$ cat src/rtl/reorder_buffer_if.sv
// Signal bundle between the reorder buffer and its neighbours: decoder issue/query,
// RS/ALU and LSB broadcast buses, and the commit/flush outputs.
interface reorder_buffer_if #(
    parameter int W = 3
);
    logic          rob_full;
    logic [W-1:0]  tail_rob_id;
    logic          instr_issued;
    logic [6:0]    instr_type_in;
    logic [4:0]    rd_in;
    logic          pred_taken_in;
    logic [31:0]   alt_pc_in;
    logic          rs_ready;
    logic [W-1:0]  rs_rob_id;
    logic [31:0]   rs_value;
    logic          lsb_ready;
    logic [W-1:0]  lsb_rob_id;
    logic [31:0]   lsb_value;
    logic [W-1:0]  query1_id;
    logic [W-1:0]  query2_id;
    logic          query1_ready;
    logic          query2_ready;
    logic [31:0]   query1_value;
    logic [31:0]   query2_value;
    logic          commit_valid;
    logic [4:0]    commit_rd;
    logic [31:0]   commit_value;
    logic [W-1:0]  commit_rob_id;
    logic          commit_store;
    logic          rob_clear;
    logic [31:0]   redirect_pc;

    modport master (
        output instr_issued, instr_type_in, rd_in, pred_taken_in, alt_pc_in,
        output rs_ready, rs_rob_id, rs_value, lsb_ready, lsb_rob_id, lsb_value,
        output query1_id, query2_id,
        input  rob_full, tail_rob_id, query1_ready, query2_ready, query1_value, query2_value,
        input  commit_valid, commit_rd, commit_value, commit_rob_id, commit_store,
        input  rob_clear, redirect_pc
    );

    modport slave (
        input  instr_issued, instr_type_in, rd_in, pred_taken_in, alt_pc_in,
        input  rs_ready, rs_rob_id, rs_value, lsb_ready, lsb_rob_id, lsb_value,
        input  query1_id, query2_id,
        output rob_full, tail_rob_id, query1_ready, query2_ready, query1_value, query2_value,
        output commit_valid, commit_rd, commit_value, commit_rob_id, commit_store,
        output rob_clear, redirect_pc
    );
endinterface

$ cat src/rtl/reorder_buffer.sv
// Circular in-order retirement buffer: allocates RoB ids, captures broadcast results,
// retires the head entry and flushes the pipeline on a branch misprediction.
module reorder_buffer #(
    parameter int ROB_SIZE_WIDTH = 3
) (
    input  logic            clk,
    input  logic            rst,
    input  logic            rdy,
    reorder_buffer_if.slave rob
);
    localparam int         W          = ROB_SIZE_WIDTH;
    localparam int         DEPTH      = 1 << W;
    localparam logic [W:0] FULL_COUNT = {1'b1, {W{1'b0}}};
    localparam logic [6:0] B_TYPE     = 7'b1100011;
    localparam logic [6:0] S_TYPE     = 7'b0100011;

    logic          busy_q  [DEPTH];
    logic          busy_d  [DEPTH];
    logic          ready_q [DEPTH];
    logic          ready_d [DEPTH];
    logic [6:0]    type_q  [DEPTH];
    logic [6:0]    type_d  [DEPTH];
    logic [4:0]    rd_q    [DEPTH];
    logic [4:0]    rd_d    [DEPTH];
    logic [31:0]   value_q [DEPTH];
    logic [31:0]   value_d [DEPTH];
    logic          pred_q  [DEPTH];
    logic          pred_d  [DEPTH];
    logic [31:0]   alt_q   [DEPTH];
    logic [31:0]   alt_d   [DEPTH];

    logic [W-1:0]  head_q, head_d;
    logic [W-1:0]  tail_q, tail_d;
    logic [W:0]    count_q, count_d;

    logic          commit_valid_q, commit_valid_d;
    logic [4:0]    commit_rd_q, commit_rd_d;
    logic [31:0]   commit_value_q, commit_value_d;
    logic [W-1:0]  commit_rob_id_q, commit_rob_id_d;
    logic          commit_store_q, commit_store_d;
    logic          rob_clear_q, rob_clear_d;
    logic [31:0]   redirect_pc_q, redirect_pc_d;

    logic          rob_full_s;
    logic          issue_s;
    logic          commit_s;
    logic          head_is_branch_s;
    logic          head_is_store_s;
    logic          mispredict_s;

    // A result on a broadcast bus this cycle beats the stored copy; LSB has priority.
    function automatic logic [32:0] forward_lookup(
        input logic [W-1:0] id,
        input logic         stored_ready,
        input logic [31:0]  stored_value,
        input logic         lsb_rdy,
        input logic [W-1:0] lsb_id,
        input logic [31:0]  lsb_val,
        input logic         rs_rdy,
        input logic [W-1:0] rs_id,
        input logic [31:0]  rs_val
    );
        logic [32:0] res;
        if (lsb_rdy && (lsb_id == id)) begin
            res = {1'b1, lsb_val};
        end else if (rs_rdy && (rs_id == id)) begin
            res = {1'b1, rs_val};
        end else begin
            res = {stored_ready, stored_value};
        end
        return res;
    endfunction

    assign rob_full_s       = (count_q == FULL_COUNT);
    assign head_is_branch_s = (type_q[head_q] == B_TYPE);
    assign head_is_store_s  = (type_q[head_q] == S_TYPE);
    assign commit_s         = rdy & busy_q[head_q] & ready_q[head_q];
    assign mispredict_s     = commit_s & head_is_branch_s & (value_q[head_q][0] != pred_q[head_q]);
    assign issue_s          = rdy & rob.instr_issued & ~rob_full_s & ~mispredict_s;

    // Next state: writebacks, then issue, then retirement; a mispredict flushes everything.
    always_comb begin
        busy_d          = busy_q;
        ready_d         = ready_q;
        type_d          = type_q;
        rd_d            = rd_q;
        value_d         = value_q;
        pred_d          = pred_q;
        alt_d           = alt_q;
        head_d          = head_q;
        tail_d          = tail_q;
        count_d         = count_q;
        commit_valid_d  = 1'b0;
        commit_store_d  = 1'b0;
        rob_clear_d     = 1'b0;
        commit_rd_d     = commit_rd_q;
        commit_value_d  = commit_value_q;
        commit_rob_id_d = commit_rob_id_q;
        redirect_pc_d   = redirect_pc_q;
        if (rdy) begin
            for (int i = 0; i < DEPTH; i++) begin
                if (busy_q[i] && rob.lsb_ready && (rob.lsb_rob_id == W'(i))) begin
                    value_d[i] = rob.lsb_value;
                    ready_d[i] = 1'b1;
                end else if (busy_q[i] && rob.rs_ready && (rob.rs_rob_id == W'(i))) begin
                    value_d[i] = rob.rs_value;
                    ready_d[i] = 1'b1;
                end else begin
                    value_d[i] = value_q[i];
                    ready_d[i] = ready_q[i];
                end
            end
            if (issue_s) begin
                busy_d[tail_q]  = 1'b1;
                ready_d[tail_q] = (rob.instr_type_in == S_TYPE);
                type_d[tail_q]  = rob.instr_type_in;
                rd_d[tail_q]    = rob.rd_in;
                value_d[tail_q] = 32'h0000_0000;
                pred_d[tail_q]  = rob.pred_taken_in;
                alt_d[tail_q]   = rob.alt_pc_in;
                tail_d          = tail_q + 1'b1;
            end else begin
                tail_d = tail_q;
            end
            if (commit_s) begin
                busy_d[head_q]  = 1'b0;
                head_d          = head_q + 1'b1;
                commit_valid_d  = 1'b1;
                commit_value_d  = value_q[head_q];
                commit_rob_id_d = head_q;
                commit_store_d  = head_is_store_s;
                commit_rd_d     = (head_is_branch_s || head_is_store_s) ? 5'd0 : rd_q[head_q];
            end else begin
                head_d = head_q;
            end
            count_d = count_q + {{W{1'b0}}, issue_s} - {{W{1'b0}}, commit_s};
            if (mispredict_s) begin
                for (int i = 0; i < DEPTH; i++) begin
                    busy_d[i]  = 1'b0;
                    ready_d[i] = 1'b0;
                end
                head_d        = {W{1'b0}};
                tail_d        = {W{1'b0}};
                count_d       = {(W+1){1'b0}};
                rob_clear_d   = 1'b1;
                redirect_pc_d = alt_q[head_q];
            end else begin
                rob_clear_d = 1'b0;
            end
        end else begin
            commit_valid_d = 1'b0;
            commit_store_d = 1'b0;
            rob_clear_d    = 1'b0;
        end
    end

    // State and registered outputs.
    always_ff @(posedge clk or negedge rst) begin
        if (!rst) begin
            for (int i = 0; i < DEPTH; i++) begin
                busy_q[i]  <= 1'b0;
                ready_q[i] <= 1'b0;
                type_q[i]  <= 7'd0;
                rd_q[i]    <= 5'd0;
                value_q[i] <= 32'h0000_0000;
                pred_q[i]  <= 1'b0;
                alt_q[i]   <= 32'h0000_0000;
            end
            head_q          <= {W{1'b0}};
            tail_q          <= {W{1'b0}};
            count_q         <= {(W+1){1'b0}};
            commit_valid_q  <= 1'b0;
            commit_rd_q     <= 5'd0;
            commit_value_q  <= 32'h0000_0000;
            commit_rob_id_q <= {W{1'b0}};
            commit_store_q  <= 1'b0;
            rob_clear_q     <= 1'b0;
            redirect_pc_q   <= 32'h0000_0000;
        end else begin
            busy_q          <= busy_d;
            ready_q         <= ready_d;
            type_q          <= type_d;
            rd_q            <= rd_d;
            value_q         <= value_d;
            pred_q          <= pred_d;
            alt_q           <= alt_d;
            head_q          <= head_d;
            tail_q          <= tail_d;
            count_q         <= count_d;
            commit_valid_q  <= commit_valid_d;
            commit_rd_q     <= commit_rd_d;
            commit_value_q  <= commit_value_d;
            commit_rob_id_q <= commit_rob_id_d;
            commit_store_q  <= commit_store_d;
            rob_clear_q     <= rob_clear_d;
            redirect_pc_q   <= redirect_pc_d;
        end
    end

    assign rob.rob_full      = rob_full_s;
    assign rob.tail_rob_id   = tail_q;
    assign rob.commit_valid  = commit_valid_q;
    assign rob.commit_rd     = commit_rd_q;
    assign rob.commit_value  = commit_value_q;
    assign rob.commit_rob_id = commit_rob_id_q;
    assign rob.commit_store  = commit_store_q;
    assign rob.rob_clear     = rob_clear_q;
    assign rob.redirect_pc   = redirect_pc_q;

    assign {rob.query1_ready, rob.query1_value} = forward_lookup(
        rob.query1_id, ready_q[rob.query1_id], value_q[rob.query1_id],
        rob.lsb_ready, rob.lsb_rob_id, rob.lsb_value,
        rob.rs_ready, rob.rs_rob_id, rob.rs_value);
    assign {rob.query2_ready, rob.query2_value} = forward_lookup(
        rob.query2_id, ready_q[rob.query2_id], value_q[rob.query2_id],
        rob.lsb_ready, rob.lsb_rob_id, rob.lsb_value,
        rob.rs_ready, rob.rs_rob_id, rob.rs_value);
endmodule

$ cat src/flat_wrapper.sv
// flat-port wrapper written by rule: the top's interface ports become plain ports
module reorder_buffer_flat 
#(
    parameter int ROB_SIZE_WIDTH = 3
)
  (clk, rst, rdy, rob_instr_issued, rob_instr_type_in, rob_rd_in, rob_pred_taken_in, rob_alt_pc_in, rob_rs_ready, rob_rs_rob_id, rob_rs_value, rob_lsb_ready, rob_lsb_rob_id, rob_lsb_value, rob_query1_id, rob_query2_id, rob_rob_full, rob_tail_rob_id, rob_query1_ready, rob_query2_ready, rob_query1_value, rob_query2_value, rob_commit_valid, rob_commit_rd, rob_commit_value, rob_commit_rob_id, rob_commit_store, rob_rob_clear, rob_redirect_pc);
  reorder_buffer_if #(.W((3))) rob_i ();
  input  logic clk;
  input  logic rst;
  input  logic rdy;
  input wire logic [$bits(rob_i.instr_issued)-1:0] rob_instr_issued;
  input wire logic [$bits(rob_i.instr_type_in)-1:0] rob_instr_type_in;
  input wire logic [$bits(rob_i.rd_in)-1:0] rob_rd_in;
  input wire logic [$bits(rob_i.pred_taken_in)-1:0] rob_pred_taken_in;
  input wire logic [$bits(rob_i.alt_pc_in)-1:0] rob_alt_pc_in;
  input wire logic [$bits(rob_i.rs_ready)-1:0] rob_rs_ready;
  input wire logic [$bits(rob_i.rs_rob_id)-1:0] rob_rs_rob_id;
  input wire logic [$bits(rob_i.rs_value)-1:0] rob_rs_value;
  input wire logic [$bits(rob_i.lsb_ready)-1:0] rob_lsb_ready;
  input wire logic [$bits(rob_i.lsb_rob_id)-1:0] rob_lsb_rob_id;
  input wire logic [$bits(rob_i.lsb_value)-1:0] rob_lsb_value;
  input wire logic [$bits(rob_i.query1_id)-1:0] rob_query1_id;
  input wire logic [$bits(rob_i.query2_id)-1:0] rob_query2_id;
  output wire logic [$bits(rob_i.rob_full)-1:0] rob_rob_full;
  output wire logic [$bits(rob_i.tail_rob_id)-1:0] rob_tail_rob_id;
  output wire logic [$bits(rob_i.query1_ready)-1:0] rob_query1_ready;
  output wire logic [$bits(rob_i.query2_ready)-1:0] rob_query2_ready;
  output wire logic [$bits(rob_i.query1_value)-1:0] rob_query1_value;
  output wire logic [$bits(rob_i.query2_value)-1:0] rob_query2_value;
  output wire logic [$bits(rob_i.commit_valid)-1:0] rob_commit_valid;
  output wire logic [$bits(rob_i.commit_rd)-1:0] rob_commit_rd;
  output wire logic [$bits(rob_i.commit_value)-1:0] rob_commit_value;
  output wire logic [$bits(rob_i.commit_rob_id)-1:0] rob_commit_rob_id;
  output wire logic [$bits(rob_i.commit_store)-1:0] rob_commit_store;
  output wire logic [$bits(rob_i.rob_clear)-1:0] rob_rob_clear;
  output wire logic [$bits(rob_i.redirect_pc)-1:0] rob_redirect_pc;
  assign rob_i.instr_issued = rob_instr_issued;
  assign rob_i.instr_type_in = rob_instr_type_in;
  assign rob_i.rd_in = rob_rd_in;
  assign rob_i.pred_taken_in = rob_pred_taken_in;
  assign rob_i.alt_pc_in = rob_alt_pc_in;
  assign rob_i.rs_ready = rob_rs_ready;
  assign rob_i.rs_rob_id = rob_rs_rob_id;
  assign rob_i.rs_value = rob_rs_value;
  assign rob_i.lsb_ready = rob_lsb_ready;
  assign rob_i.lsb_rob_id = rob_lsb_rob_id;
  assign rob_i.lsb_value = rob_lsb_value;
  assign rob_i.query1_id = rob_query1_id;
  assign rob_i.query2_id = rob_query2_id;
  assign rob_rob_full = rob_i.rob_full;
  assign rob_tail_rob_id = rob_i.tail_rob_id;
  assign rob_query1_ready = rob_i.query1_ready;
  assign rob_query2_ready = rob_i.query2_ready;
  assign rob_query1_value = rob_i.query1_value;
  assign rob_query2_value = rob_i.query2_value;
  assign rob_commit_valid = rob_i.commit_valid;
  assign rob_commit_rd = rob_i.commit_rd;
  assign rob_commit_value = rob_i.commit_value;
  assign rob_commit_rob_id = rob_i.commit_rob_id;
  assign rob_commit_store = rob_i.commit_store;
  assign rob_rob_clear = rob_i.rob_clear;
  assign rob_redirect_pc = rob_i.redirect_pc;
  reorder_buffer #(.ROB_SIZE_WIDTH(ROB_SIZE_WIDTH)) u_core (.clk(clk), .rst(rst), .rdy(rdy), .rob(rob_i));
endmodule
$ cat config.mk
export PLATFORM = sky130hd
export DESIGN_NAME = reorder_buffer_flat
export DESIGN_NICKNAME = d
export VERILOG_FILES = /design/src/rtl/reorder_buffer_if.sv /design/src/rtl/reorder_buffer.sv /design/src/flat_wrapper.sv
export SDC_FILE = /design/constraint.sdc
export NUM_CORES = 2
export LEC_CHECK = 0
export CAP_MARGIN = 5
export CORE_AREA = 8 8 291 293
export CTS_CLUSTER_DIAMETER = 30
export DETAILED_ROUTE_END_ITERATION = 10
export DIE_AREA = 0 0 299 301
export GPL_TIMING_DRIVEN = 0
export MAX_ROUTING_LAYER = met4
export PLACE_DENSITY = 0.68
export SYNTH_ARGS = -nofsm -noshare
export SYNTH_HDL_FRONTEND = slang
export SYNTH_SLANG_ARGS = --single-unit
$ cat constraint.sdc
create_clock -name clk -period 11.3 [get_ports clk]
set_clock_uncertainty 0.1 [all_clocks]
set_input_delay 3.39 -clock clk [delete_from_list [all_inputs] [get_ports clk]]
set_output_delay 3.39 -clock clk [all_outputs]
set_load 0.05 [all_outputs]
Word-level counts from Yosys, hierarchy flattened
Cells that the tools add are included.
{"block": "word_totals", "register_bits": 717, "in_bits": 127, "out_inout_bits": 145, "word_cells": 284}
{"block": "op_classes", "add_sub_neg": 4, "order_cmp": 6, "eq_ne": 23, "mux": 119, "bitwise": 18, "n_reduce_logical": 48}
{"operator": "$mux 32", "count": 33}
{"operator": "$bmux 32 s3", "count": 4}
{"operator": "$and 256x256->256", "count": 1}
{"operator": "$bwmux 256", "count": 1}
{"operator": "$mux 256", "count": 1}
{"operator": "$not 256->256", "count": 1}
{"operator": "$mux 33", "count": 4}
{"operator": "$demux 32 s3", "count": 1}
{"operator": "$bwmux 56", "count": 1}
{"operator": "$mux 8", "count": 6}
{"operator": "$mux 1", "count": 42}
{"operator": "$bwmux 40", "count": 1}
{"operator": "$logic_and 1x1->1", "count": 38}
{"operator": "$eq 3x3->1 const B", "count": 8}
{"operator": "$bmux 7 s3", "count": 1}
{"operator": "$demux 7 s3", "count": 1}
{"operator": "$mux 7", "count": 3}
{"operator": "$mux 5", "count": 4}
{"operator": "$bwmux 8", "count": 2}
{"operator": "$ge 4x4->1 const B", "count": 4}
{"operator": "$not 3->4", "count": 4}
{"operator": "$bmux 1 s3", "count": 5}
{"operator": "$bmux 5 s3", "count": 1}
{"operator": "$demux 5 s3", "count": 1}
{"operator": "other kinds (23)", "count": 50}

Longest topological paths before layout
{"block": "depth", "depth_word": 15, "depth_mapped": 18, "ltp_nobuf": 13}

Least setup slack after synthesis
Ideal clock, no wire load.
{"block": "synth_timing", "path_kind": "input port to output port", "startpoint": "input rob_query2_id[0]", "endpoint": "output rob_query2_value[26]", "arrival_ps": 6026, "t_required_ps": 7810, "setup_slack_ps": 1784, "path_stages": 8, "path_buffers": 3, "cell_sequence": "clkbuf_1 > buf_2 > buf_1 > mux4_2 > mux2i_1 > nand2_1 > o21ai_0 > o21ai_0"}
{"block": "synth_via", "elab_chain_len": 6, "word_cells_on_any_way": 10, "classes_between": "eq/ne (2); mux (5); bitwise (1); reduce/logical (2)"}
{"element": "from (decl)", "line": "flat_wrapper.sv:23", "text": "input wire logic [$bits(rob_i.query2_id)-1:0] rob_query2_id;"}
{"element": "$not 3->4 (implied by the code)", "line": "reorder_buffer.sv:215", "text": "rob.query2_id, ready_q[rob.query2_id], value_q[rob.query2_id],"}
{"element": "$bmux 32 s3", "line": "reorder_buffer.sv:215"}
{"element": "$mux 32 (implied by the code) (2 in a row)", "line": "reorder_buffer.sv:215"}
{"element": "$mux 33", "line": "reorder_buffer.sv:66", "text": "end else if (rs_rdy && (rs_id == id)) begin"}
{"element": "$mux 33 *", "line": "reorder_buffer.sv:64", "text": "if (lsb_rdy && (lsb_id == id)) begin"}
{"element": "to (decl)", "line": "flat_wrapper.sv:29", "text": "output wire logic [$bits(rob_i.query2_value)-1:0] rob_query2_value;"}
Every way passes the cells marked *; elsewhere a longest branch is shown, timed or not. The select of a mux whose other input is x is not followed.

Worst setup path after layout
{"block": "layout_timing", "startpoint": "input rob_query1_id[1]", "endpoint": "output rob_query1_value[2]"}
{"block": "layout_via", "elab_chain_len": 6, "word_cells_on_any_way": 10, "classes_between": "eq/ne (2); mux (5); bitwise (1); reduce/logical (2)"}
{"element": "from (decl)", "line": "flat_wrapper.sv:22", "text": "input wire logic [$bits(rob_i.query1_id)-1:0] rob_query1_id;"}
{"element": "$not 3->4 (implied by the code)", "line": "reorder_buffer.sv:211", "text": "rob.query1_id, ready_q[rob.query1_id], value_q[rob.query1_id],"}
{"element": "$bmux 32 s3", "line": "reorder_buffer.sv:211"}
{"element": "$mux 32 (implied by the code) (2 in a row)", "line": "reorder_buffer.sv:211"}
{"element": "$mux 33", "line": "reorder_buffer.sv:66"}
{"element": "$mux 33 *", "line": "reorder_buffer.sv:64"}
{"element": "to (decl)", "line": "flat_wrapper.sv:28", "text": "output wire logic [$bits(rob_i.query1_value)-1:0] rob_query1_value;"}
Marked as above.

==> impl_metrics.json <==
{
  "status": "completed",
  "swShare_pct": 37.25,
  "vias_per_cell": 6.718,
  "root_buffer": "clkbuf_16",
  "cap_violations": 0,
  "start_util_pct": 49.58,
  "seqPwrFrac_pct": 30.5,
  "synthDistinctLibCells": 65,
  "synth_seq_cells": 717,
  "antenna_found_initial": 23,
  "finalCritPeriodShare_pct": 97.84,
  "wirelength_mm": 145.5,
  "tightest_slew_ns": 1.388,
  "final_antenna_net_count": 0,
  "crit_chain": "clkbuf_1, clkbuf_1, clkbuf_1, mux4_2, mux2i_1, nand2_1, o21ai_0, o21ai_0, clkdlybuf4s50_1",
  "synthArstFlopShare_pct": 100.0,
  "synth.top_cell.area_share_pct": 45.29,
  "numClockSinks": 717,
  "hold_path.class": "flip-flop to flip-flop",
  "layoutNonFillerInstCount": 4822,
  "synth_most_common_cell": "dfrtp_1",
  "port_buffers": 195,
  "placed_cells": 4522,
  "grt_overflow": 0,
  "syn_area_per_cell_um2": 12.15,
  "ys_seq_area_share_pct": 45.29,
  "fp.coreArea_um2": 79900,
  "cts_made_buffers": 151,
  "dr.pass1.iters": 8,
  "die-area_um2": 90000,
  "start_kind": "input port",
  "path_common_cell": "clkbuf_1",
  "yosys-top-cells-count": "dfrtp_1 (717), mux2_2 (412), nor2_1 (279)",
  "p_clk_share_pct": 29.6,
  "post-cts-setup-buffers": 0,
  "syn-instance-count": 3260,
  "timing.setup.critical_path_class": "input port to output pin",
  "synth_warnings": 0,
  "wl_per_cell_um": 30.17,
  "cp-end-kind": "output pin",
  "power_density_nw_per_um2": 317.8,
  "synth.net_count": 3395,
  "grt_max_degree": 116,
  "area_growth_pct": 22.24,
  "post-route-min-period_ns": 11.06,
  "max_freq_mhz": 90.45,
  "yosysTopAreaCell": "dfrtp_1",
  "num_rows": 104,
  "htreeDepth": 4,
  "insertion_delay_ns": 0.75,
  "synth_edf_count": 0,
  "synth_ff_type": "dfrtp_1",
  "switching_power_mw": 5.734,
  "comb_power_share_pct": 39.9,
  "grt_pass1_vias": 32929,
  "critical_path.slowest_cell": "clkdlybuf4s50_1",
  "worstPathArrival_ns": 7.57,
  "setup_viol_count_final": 0,
  "dp_hpwl_mm": 98.71,
  "slowest_delay_ns": 0.96,
  "netlist_area_um2": 39620,
  "worst_hold_slack_ns": 0.3764,
  "path_max_fanout": 10,
  "p_leak_nw": 19.70,
  "yosys-top-cells-area": "dfrtp_1 (45%), mux4_2 (16%), mux2_2 (12%)",
  "grt_pass1_wl_mm": 215.8,
  "num_vias": 32395,
  "gp_congestion": 1.000,
  "cts-hold-fix-buffers": 0,
  "cpLargestDelayFamily": "buffers and inverters",
  "vdd_drop_max_v": 0.0002302,
  "drt_iter0_drc": 4105,
  "setup_slack_ns": 0.2440,
  "rsz0062_at_grt": "false",
  "drc": 0,
  "design_area_um2": 48430,
  "relSlewSlack_pct": 7.465,
  "drive_gt1_share_pct": 29.00,
  "die_y_um": 301,
  "die_x_um": 299,
  "critPathBufInv": 4,
  "finalHoldViolCount": 0,
  "intPower_mw": 9.657,
  "track_usage_pct": 32.66,
  "cts_tree": "done",
  "slew_violations": 0,
  "cts_resized": 0,
  "nets": 3750,
  "dpl_cell_area_um2": 43090,
  "cts.clk_slew.worst_paths_ns": 0.04,
  "finish.utilization_pct": 60.61,
  "finalPower_mw": 15.39,
  "worstPathRequired_ns": 7.81,
  "tns_ns": 0,
  "ios": 272,
  "preCtsSetupSlack_ns": 0.5832,
  "clock_path_buffers": 3
}
==> cell usage in the layout, fill, tap and decap left out, drive strengths merged, types with 3 or more instances in the layout <==
cell type / count
o22ai: 265
nor3b: 3
nand3: 18
nand3b: 3
diode: 24
a311oi: 3
o31ai: 6
bufinv: 14
a21oi: 16
nand4b: 4
nand2b: 10
clkbuf: 411
and2: 7
ha: 7
dfrtp: 717
clkinvlp: 15
o21ai: 169
nor4: 3
clkdlybuf4s50: 194
nor3: 8
nand4: 11
buf: 164
nor2b: 9
o21a: 5
a21boi: 3
mux4: 275
nand2: 196
nor2: 279
and3: 5
xnor2: 11
a211oi: 259
xor2: 7
mux2: 426
mux2i: 116
inv: 33
clkinv: 37
==> logic make-up (layout without fill, tap and decap cells) <==
kind of cell / Yosys count / in the layout / synth area share [%]
muxes: 817 / 817 / 30.69
AOI/OAI and AO/OA: 745 / 745 / 12.51
DFF: 717 / 717 / 45.29
and+or+nand+nor: 565 / 565 / 6.010
buffers and inverters: 390 / 868 / 4.826
xor gates and xnor gates: 18 / 18 / 0.3980
adders and majority gates: 8 / 8 / 0.2716
other: 0 / 24 / 0
==> power groups by stage <==
stage / Combinational [mW] / Clock, mW / Sequential [mW]
3_3_place_gp: 5.97 / 0 / 4.64
4_1_cts: 6.12 / 4.57 / 4.65
3_5_place_dp: 6.08 / 0 / 4.66
6_report: 6.14 / 4.55 / 4.70
2_1_floorplan: 4.09 / 0 / 4.69
5_1_grt: 6.50 / 4.70 / 4.82
==> area by class of cell <==
type,count,area [um2]
Timing Repair Buffer,202,2150
Inverter,12,45.04
Clock buffer,189,4224
Sequential cell,717,17940
Tap cell,1060,1326
Clock inverter,87,1051
Fill cell,6349,31470
Multi-Input combinational cell,2153,19760
Buffer,378,1867
Antenna cell,24,60.06
==> sequential cells by signal (all words and copies together), names as in the netlist, 3 cells and up <==
| name | flops |
|---|---|
| u_core.rd_q | 40 |
| u_core.head_q | 3 |
| u_core.rob.commit_rd | 5 |
| u_core.busy_q | 8 |
| u_core.pred_q | 8 |
| u_core.value_q | 256 |
| u_core.rob.tail_rob_id | 3 |
| u_core.rob.redirect_pc | 32 |
| u_core.rob.commit_value | 32 |
| u_core.type_q | 56 |
| u_core.alt_q | 256 |
| u_core.rob.commit_rob_id | 3 |
| u_core.ready_q | 8 |
| u_core.count_q | 4 |
==> final timing paths <==
kind / from / to / slack, ns / depth (start not counted)
max: rob_query1_id[1] / rob_query1_value[2] / 0.24 / 9
min: u_core.rob.commit_value[23]$_DFFE_PN0P_ / u_core.rob.commit_value[23]$_DFFE_PN0P_ / 0.38 / 2
max reg2reg: u_core.head_q[0]$_DFFE_PN0P_ / u_core.count_q[2]$_DFFE_PN0P_ / 6.08 / 16
min reg2reg: u_core.rob.commit_value[23]$_DFFE_PN0P_ / u_core.rob.commit_value[23]$_DFFE_PN0P_ / 0.38 / 2
max in group asynchronous: rst / u_core.alt_q[43]$_DFFE_PN0P_ / 6.72 / 4
min in group asynchronous: rst / u_core.rob.commit_value[25]$_DFFE_PN0P_ / 2.50 / 1
==> metal layers <==
layer / part of all wire [%] / global-route usage [%]
met1: 37 / 39.07
met2: 45 / 48.11
met3: 12 / 11.86
met4: 5.9 / 17.75
met5: 0 / -
==> worst register-to-register path, cell delays in order (launching register included) <==
cell and delay (ns):
dfrtp_1 0.44, buf_6 0.23, buf_4 0.26, buf_4 0.23, buf_2 0.37, mux2i_1 0.22, a21oi_1 0.13, nand2_1 0.20
clkbuf_1 0.81, clkinv_1 0.61, ha_1 0.46, inv_1 0.04, ha_1 0.22, fa_1 0.41, xor2_1 0.14, nand2_1 0.07
o22ai_1 0.17
Power figures use the tool's default switching activity.
